[config.mk]
export PLATFORM = sky130hd
export DESIGN_NAME = grf_wr_ctrl
export DESIGN_NICKNAME = d
export VERILOG_FILES = /design/src/rtl/grf_wr_ctrl.sv
export SDC_FILE = /design/constraint.sdc
export NUM_CORES = 1
export LEC_CHECK = 0
export CAP_MARGIN = 20
export CORE_MARGIN = 2
export CORE_UTILIZATION = 50
export DETAILED_ROUTE_END_ITERATION = 12
export HOLD_SLACK_MARGIN = 0.12
export PLACE_DENSITY_LB_ADDON = 0.2
export SLEW_MARGIN = 10
export SYNTH_ARGS = -nofsm -noshare
export SYNTH_HDL_FRONTEND = slang
export SYNTH_SLANG_ARGS = --single-unit
[constraint.sdc]
create_clock -name clk -period 9.23 [get_ports clk]
set_input_delay 1.3845 -clock clk [delete_from_list [all_inputs] [get_ports clk]]
set_output_delay 1.3845 -clock clk [all_outputs]
set_load 0.005 [all_outputs]
[src/rtl/grf_wr_ctrl.sv]
// ---------------------------------------------------------------------------
// grf_wr_ctrl
// Write-port controller for the 32x32 general register file. The single GRF
// write port is shared between two requesters:
//   * the pipeline W stage, which has fixed priority and is never held off
//   * the long-latency result port L, which uses a valid/ready handshake and
//     is buffered in a small FIFO
// The block also keeps a scoreboard of registers that have a long-latency
// write outstanding, so the hazard unit can stall readers of them. It raises
// stall_req when a FIFO head has waited too long behind W-stage writes.
//
// Parameters
//   DEPTH       L-request FIFO entries (power of two, >= 2)
//   STARVE_LIM  cycles a FIFO head may wait before stall_req asserts (>= 1)
//
// Ports
//   clk, reset                  clock, synchronous active-high reset
//   W_RFWr/W_A3/W_WD/W_PC       W-stage write request
//   L_req/L_A3/L_WD/L_PC        long-latency result, accepted when L_ready
//   L_ready                     FIFO can accept (count < DEPTH)
//   I_valid/I_A3                long-latency op issued; marks I_A3 pending
//   RFWr/A3/WD/PC               GRF write port
//   busy                        bit r set: register r has a pending L write
//   stall_req                   FIFO head is starving; hazard unit bubbles W
//   L_ack                       pulse one cycle after a FIFO entry was written
// ---------------------------------------------------------------------------
module grf_wr_ctrl #(
    parameter int unsigned DEPTH      = 2,
    parameter int unsigned STARVE_LIM = 4
) (
    input  logic        clk,
    input  logic        reset,
    input  logic        W_RFWr,
    input  logic [4:0]  W_A3,
    input  logic [31:0] W_WD,
    input  logic [31:0] W_PC,
    input  logic        L_req,
    input  logic [4:0]  L_A3,
    input  logic [31:0] L_WD,
    input  logic [31:0] L_PC,
    output logic        L_ready,
    input  logic        I_valid,
    input  logic [4:0]  I_A3,
    output logic        RFWr,
    output logic [4:0]  A3,
    output logic [31:0] WD,
    output logic [31:0] PC,
    output logic [31:0] busy,
    output logic        stall_req,
    output logic        L_ack
);

    localparam int unsigned PW = $clog2(DEPTH);
    localparam int unsigned AW = $clog2(STARVE_LIM + 1);
    localparam logic [PW:0]   DEPTH_C = (PW + 1)'(DEPTH);
    localparam logic [AW-1:0] LIM_C   = AW'(STARVE_LIM);

    // FIFO storage; pointers wrap naturally because DEPTH is a power of two.
    logic [4:0]  fifo_a3 [DEPTH];
    logic [31:0] fifo_wd [DEPTH];
    logic [31:0] fifo_pc [DEPTH];
    logic [PW-1:0] wr_ptr;
    logic [PW-1:0] rd_ptr;
    logic [PW:0]   count;

    logic [AW-1:0] age;
    logic [31:0]   busy_nxt;

    logic w_use;
    logic fifo_nonempty;
    logic push;
    logic pop;

    logic [4:0]  head_a3;
    logic [31:0] head_wd;
    logic [31:0] head_pc;

    assign head_a3 = fifo_a3[rd_ptr];
    assign head_wd = fifo_wd[rd_ptr];
    assign head_pc = fifo_pc[rd_ptr];

    assign fifo_nonempty = (count != '0);
    assign L_ready       = (count < DEPTH_C);

    // A W write to $0 is no write at all, so the FIFO may use the port.
    assign w_use = W_RFWr && (W_A3 != '0);
    assign pop   = !w_use && fifo_nonempty;

    // L results aimed at $0 are acknowledged by the handshake but never stored.
    assign push  = L_req && L_ready && (L_A3 != '0);

    assign stall_req = (age >= LIM_C) && fifo_nonempty;

    // ---------------------------------------------------------------------
    // Write-port selection
    // ---------------------------------------------------------------------
    always_comb begin
        RFWr = 1'b0;
        A3   = '0;
        WD   = '0;
        PC   = '0;
        if (w_use) begin
            RFWr = 1'b1;
            A3   = W_A3;
            WD   = W_WD;
            PC   = W_PC;
        end else if (fifo_nonempty) begin
            RFWr = 1'b1;
            A3   = head_a3;
            WD   = head_wd;
            PC   = head_pc;
        end
    end

    // ---------------------------------------------------------------------
    // Scoreboard next state: clear for the drained entry first, then the
    // issue-side set, so a same-cycle set on the same register wins.
    // ---------------------------------------------------------------------
    always_comb begin
        busy_nxt = busy;
        if (pop) begin
            busy_nxt[head_a3] = 1'b0;
        end
        if (I_valid && (I_A3 != '0)) begin
            busy_nxt[I_A3] = 1'b1;
        end
        busy_nxt[0] = 1'b0;
    end

    // ---------------------------------------------------------------------
    // FIFO data storage (contents need no reset; validity is in count)
    // ---------------------------------------------------------------------
    always_ff @(posedge clk) begin
        if (push) begin
            fifo_a3[wr_ptr] <= L_A3;
            fifo_wd[wr_ptr] <= L_WD;
            fifo_pc[wr_ptr] <= L_PC;
        end
    end

    // ---------------------------------------------------------------------
    // Pointers, count, scoreboard, starvation age, acknowledge
    // ---------------------------------------------------------------------
    always_ff @(posedge clk) begin
        if (reset) begin
            wr_ptr <= '0;
            rd_ptr <= '0;
            count  <= '0;
            busy   <= '0;
            age    <= '0;
            L_ack  <= 1'b0;
        end else begin
            if (push) begin
                wr_ptr <= wr_ptr + 1'b1;
            end
            if (pop) begin
                rd_ptr <= rd_ptr + 1'b1;
            end
            case ({push, pop})
                2'b10:   count <= count + 1'b1;
                2'b01:   count <= count - 1'b1;
                default: count <= count;
            endcase

            busy  <= busy_nxt;
            L_ack <= pop;

            // Age tracks how long the current head has been passed over.
            if (pop || !fifo_nonempty) begin
                age <= '0;
            end else if (age < LIM_C) begin
                age <= age + 1'b1;
            end
        end
    end

endmodule

# After elaboration in Yosys (flattened, before gate mapping)
# Memory sizes are Yosys's and may differ from the RTL's. A register that Yosys moved wholly into a read port is not among the register bits.
# Index checks and enable logic that the tools add are counted.
# totals
regBits	40
ram_bits	138
in_bits	148
word_cells	67
mem_count	3
# mem_list
memory	depth	width	rd	rd_ports_with_merged_regs	wr	line_no	source
fifo_pc	2	32	1	1	1	61	logic [31:0] fifo_pc [DEPTH];
fifo_wd	2	32	1	1	1	60	logic [31:0] fifo_wd [DEPTH];
fifo_a3	2	5	1	1	1	59	logic [4:0] fifo_a3 [DEPTH];
# classes
n_addsub	5
magnitude_cmp	7
n_eq_ne	2
mux	23
bitwise	3
n_reduce_logical	17
# ops
op	count
$mux W32	6
$and A32 B32 Y32	1
$not A32 Y32	1
$or A32 B32 Y32	1
$reduce_bool A5 Y1	3
$lt A5 B6 Y1 const B	2
$mux W1	12
$demux W1 S5	2
$ge A5 B1 Y1 const B	2
$mux W5	2
$logic_and A1 B1 Y1	8
$pmux W2 S2	1
$reduce_bool A2 Y1	2
$add A3 B1 Y3 const B	1
$ge A3 B3 Y1 const B	1
$lt A3 B3 Y1 const B	1
$add A1 B1 Y1 const B	2
$add A2 B1 Y2 const B	1
$eq A2 B1 Y1 const B	1
$eq A2 B2 Y1 const B	1
$logic_not A1 Y1	2
$lt A2 B2 Y1 const B	1
$reduce_or A2 Y1	1
$sub A2 B1 Y2 const B	1
$logic_or A1 B1 Y1	1

# Logic depth before layout (Yosys ltp)
# logic_depth
word_depth	9
ltp_mapped	8
ltp_nobuf	7

# Least setup slack after synthesis
# No wires, ideal clock.
# synth_timing
path_kind	input to register
start	input port L_A3[3]
end	memory fifo_a3[0][0] (enable)
setup_ns	0.497
arrival_time_ns	4.537
setup_slack_ns	4.197
path_stages	3
n_path_buf	0
cell_sequence	or4_1 -> o211ai_1 -> nor2_1
# synth_via
elab_chain_len	4
# synth_lines
element	line_no	source
from (decl)	38	input logic [4:0] L_A3,
$reduce_bool A5 Y1	90	assign push = L_req && L_ready && (L_A3 != '0);
$logic_and A1 B1 Y1	90	
$mux W1	134	if (push) begin
$mux W1 (implied by the code)	135	fifo_a3[wr_ptr] <= L_A3;
to (decl)	59	
# No other way between the ends.

# Worst setup path after layout
# layout_timing
start	input port W_RFWr
end	output port PC[0]
# layout_via
elab_chain_len	2
# layout_lines
element	line_no	source
from (decl)	33	input logic W_RFWr,
$logic_and A1 B1 Y1	86	assign w_use = W_RFWr && (W_A3 != '0);
$mux W32	102	if (w_use) begin
to (decl)	47	output logic [31:0] PC,
# No other way between the ends.

==> flow_summary.yaml <==
global_routing:
  grt_first_pass_wirelength_mm: 28.7
  grt_start_max_net_pins: 90
  antenna_found_initial: 0
  grt-ovfl-total: 0
  grt_util_all_layers_pct: 22.8
  first_global_vias: 5652
clock_tree:
  cts_setup_buffers: 0
  h-tree-depth: 4
  cts_tree: "done"
  cts_max_path_buffers: 2
  cts_buffers: 17
  cts_resized: 0
  cts.sinks: 178
  clk_pin_slew_ns: 0.07
  clk_latency_ns: 0.43
  cts_root_buffer: "clkbuf_16"
  cts_hold_buf: 0
timing:
  min_period_over_period_pct: 63.8
  slew_headroom_pct: 41.2
  setup_violations: 0
  finalWorstSetupSlack_ns: 3.34
  fin_skew_ns: 0.00980
  hold_violations: 0
  fin_crit_ns: 5.89
  maxSlewViolCount: 0
  grt_setup_unrepaired: "false"
  fin_tns_setup_ns: 0
  timing.hold.ws_ns: 0.474
  tightest_slew_ns: 0.881
  max_freq_mhz: 170
power_and_ir_drop:
  power-per-cell-area_mw_per_mm2: 220
  p_sw_uw: 697
  ir_drop_mv: 0.147
  power.total_uw: 2380
  p_int_uw: 1690
  power.leakage_uw: 0.00357
  p_sw_share_pct: 29.3
  seq_power_share_pct: 44.0
  clock_power_share_pct: 27.9
  p_comb_share_pct: 28.0
logic_synthesis:
  synth_edf_count: 138
  yosysWarnings: 0
  postSynthCellCount: 605
  syn_area_mm2: 0.00764
  syn_avg_cell_area_um2: 12.6
  synthArstFlopShare_pct: 0
  ys_types: 43
  synthFlopType: "edfxtp_1"
  ys_ff_latch: 178
  ys_seq_area_share_pct: 64.7
  syn_nets: 755
worst_setup_path:
  cp_slowest_cell: "buf_4"
  critical_path_required_ns: 7.85
  path_cells: "clkdlybuf4s50_1 -> a21boi_4 -> buf_4 -> buf_4 -> nand2_1 -> o31ai_1 -> clkdlybuf4s50_1"
  crit_type: "in2out"
  end_kind: "output port"
  crit_path_max_incr_delay_ns: 0.78
  cp_data_arrival_time_ns: 4.51
  start_kind: "input port"
  crit_path_max_fanout: 89
placed_design:
  portBuffers: 251
  pre_cts_slack_ns: 3.35
  place_area_mm2: 0.0103
  routabilityCongestion: 0.821
  place_hpwl_mm: 12.9
die:
  die_w_um: 128
  io_pins: 253
  die-area_mm2: 0.0163
  core_area_mm2: 0.0151
  row_count: 45
  dieHeight_um: 128
  start_util_pct: 50.6
drt:
  via_count: 5813
  wl_per_cell_um: 18.0
  avgViaCountPerCell: 5.60
  drt-total-wl_mm: 18.7
  ant_nets: 0
  drc: 0
  drt-initial-drc-count: 432
  drt_first_pass_iters: 5
layout:
  area_growth_pct: 41.7
  design_area_mm2: 0.0108
  drive_above_1_share_pct: 5.76
  antenna_cells: 0
  fin_nets: 987
run_status:
  status: "finished, final reports clean"
run:
  maxCapViolCount: 0
worst_hold_path:
  hold_class: "reg2reg"
[critical path: cells and delay by family]
kind | cells | cell delay [ns]
buffers and inverters | 4 | 2.52
AOI/OAI and AO/OA | 2 | 0.34
and+or+nand+nor | 1 | 0.16
[area by class of cell]
type,count,area [um^2]
flip-flops and latches,178,4950
fillers,1037,4260
repair buffers,258,2560
multi-input cells,380,2530
clock buffers,20,437
well taps,188,235
clock inverters,12,108
inverters,2,7.51
[path summary, 6_finish.rpt]
kind | startpoint | endpoint | slack, ns | cells past startpoint
hold reg to reg | busy[15]$_SDFF_PP0_ | busy[15]$_SDFF_PP0_ | 0.47 | 2
setup / recovery | W_RFWr | PC[0] | 3.34 | 7
setup reg to reg | count[1]$_SDFFE_PP0P_ | fifo_wd[0][12]$_DFFE_PP_ | 6.73 | 4
hold / removal | busy[15]$_SDFF_PP0_ | busy[15]$_SDFF_PP0_ | 0.47 | 2
[flip-flops by register name, indices dropped and copies added (netlist names), named ones only]
register  cells
fifo_wd      64
rd_ptr        1
fifo_a3      10
age           3
count         2
wr_ptr        1
L_ack         1
fifo_pc      64
busy         31
[stage by stage]
stage          utilization [%]  std cells
4_1_cts                   71.7       1038
5_1_grt                   71.7       1038
3_3_place_gp              68.1       1006
2_1_floorplan                -        605
6_report                  71.7       1038
3_5_place_dp              68.1       1006
[power groups by stage]
stage	clock network [uW]	logic (uW)	registers [uW]
detailed placement	0	674	1070
CTS	676	677	1050
finish	666	668	1050
floorplan	0	372	1050
global route	710	726	1060
global placement	0	656	1060
[synthesized netlist by cell type, drive strengths merged (2+ instances only)]
cell	n	share of area (%)
edfxtp	138	54
nor2b	2	0.16
and3b	2	0.23
nand4b	3	0.34
nand2b	5	0.41
or3b	2	0.23
nand2	73	3.6
nor4	18	1.5
mux2i	67	8.8
a22o	2	0.23
buf	16	1.1
xnor2	2	0.23
inv	2	0.098
or3	8	0.66
or2	6	0.49
nor3	19	1.2
a21oi	20	1.3
nor3b	3	0.29
nand4bb	2	0.29
mux2	3	0.54
nor2	39	1.9
clkbuf	29	1.4
o21ai	8	0.52
dfxtp	40	10
o41ai	8	0.92
o31ai	75	7.4
xor2	2	0.23
ha	2	0.33
[layer usage]
metal | vias to the layer above | global-route usage (%) | routed length [um]
met2 | 255 | 37.3 | 9200
met3 | 41 | 6.03 | 1280
met4 | 0 | 10.3 | 544
met5 | - | 0 | 0
li1 | 2784 | - | -
met1 | 2733 | 28.7 | 7650
[kinds of logic (layout without fill, tap and decap cells)]
group	after synthesis	count (layout)	share of synthesized area, %
flops	178	178	64.7
mux	70	70	9.32
xor+xnor	4	4	0.459
fa+ha+maj	2	2	0.327
simple gates	187	187	11.8
buf+inv	47	292	2.65
compound gates	116	116	10.7
other cells	1	1	0.0491
[layout by cell type (no fill, tap or decap), types with 3 or more instances in the layout]
master           netlist  final
nor4_1                18     18
dfxtp_1               40     39
a21oi_1               20     20
or2_2                  6      6
clkbuf_1              28      3
clkbuf_16              0     17
nor2_4                 0      3
edfxtp_1             138    138
buf_4                  1      7
o21ai_0                5      5
o41ai_1                8      8
o21ai_1                3      3
nor3b_1                3      3
clkinv_4               0      3
nand4b_1               3      3
clkinv_2               0      3
nand2_1               73     73
mux2i_1               67     67
nand2b_1               5      5
o31ai_1               75     75
or3_1                  8      8
nor3_1                19     19
nor2_1                39     36
clkdlybuf4s50_1        0    251
(Power assumes the default switching activity.)
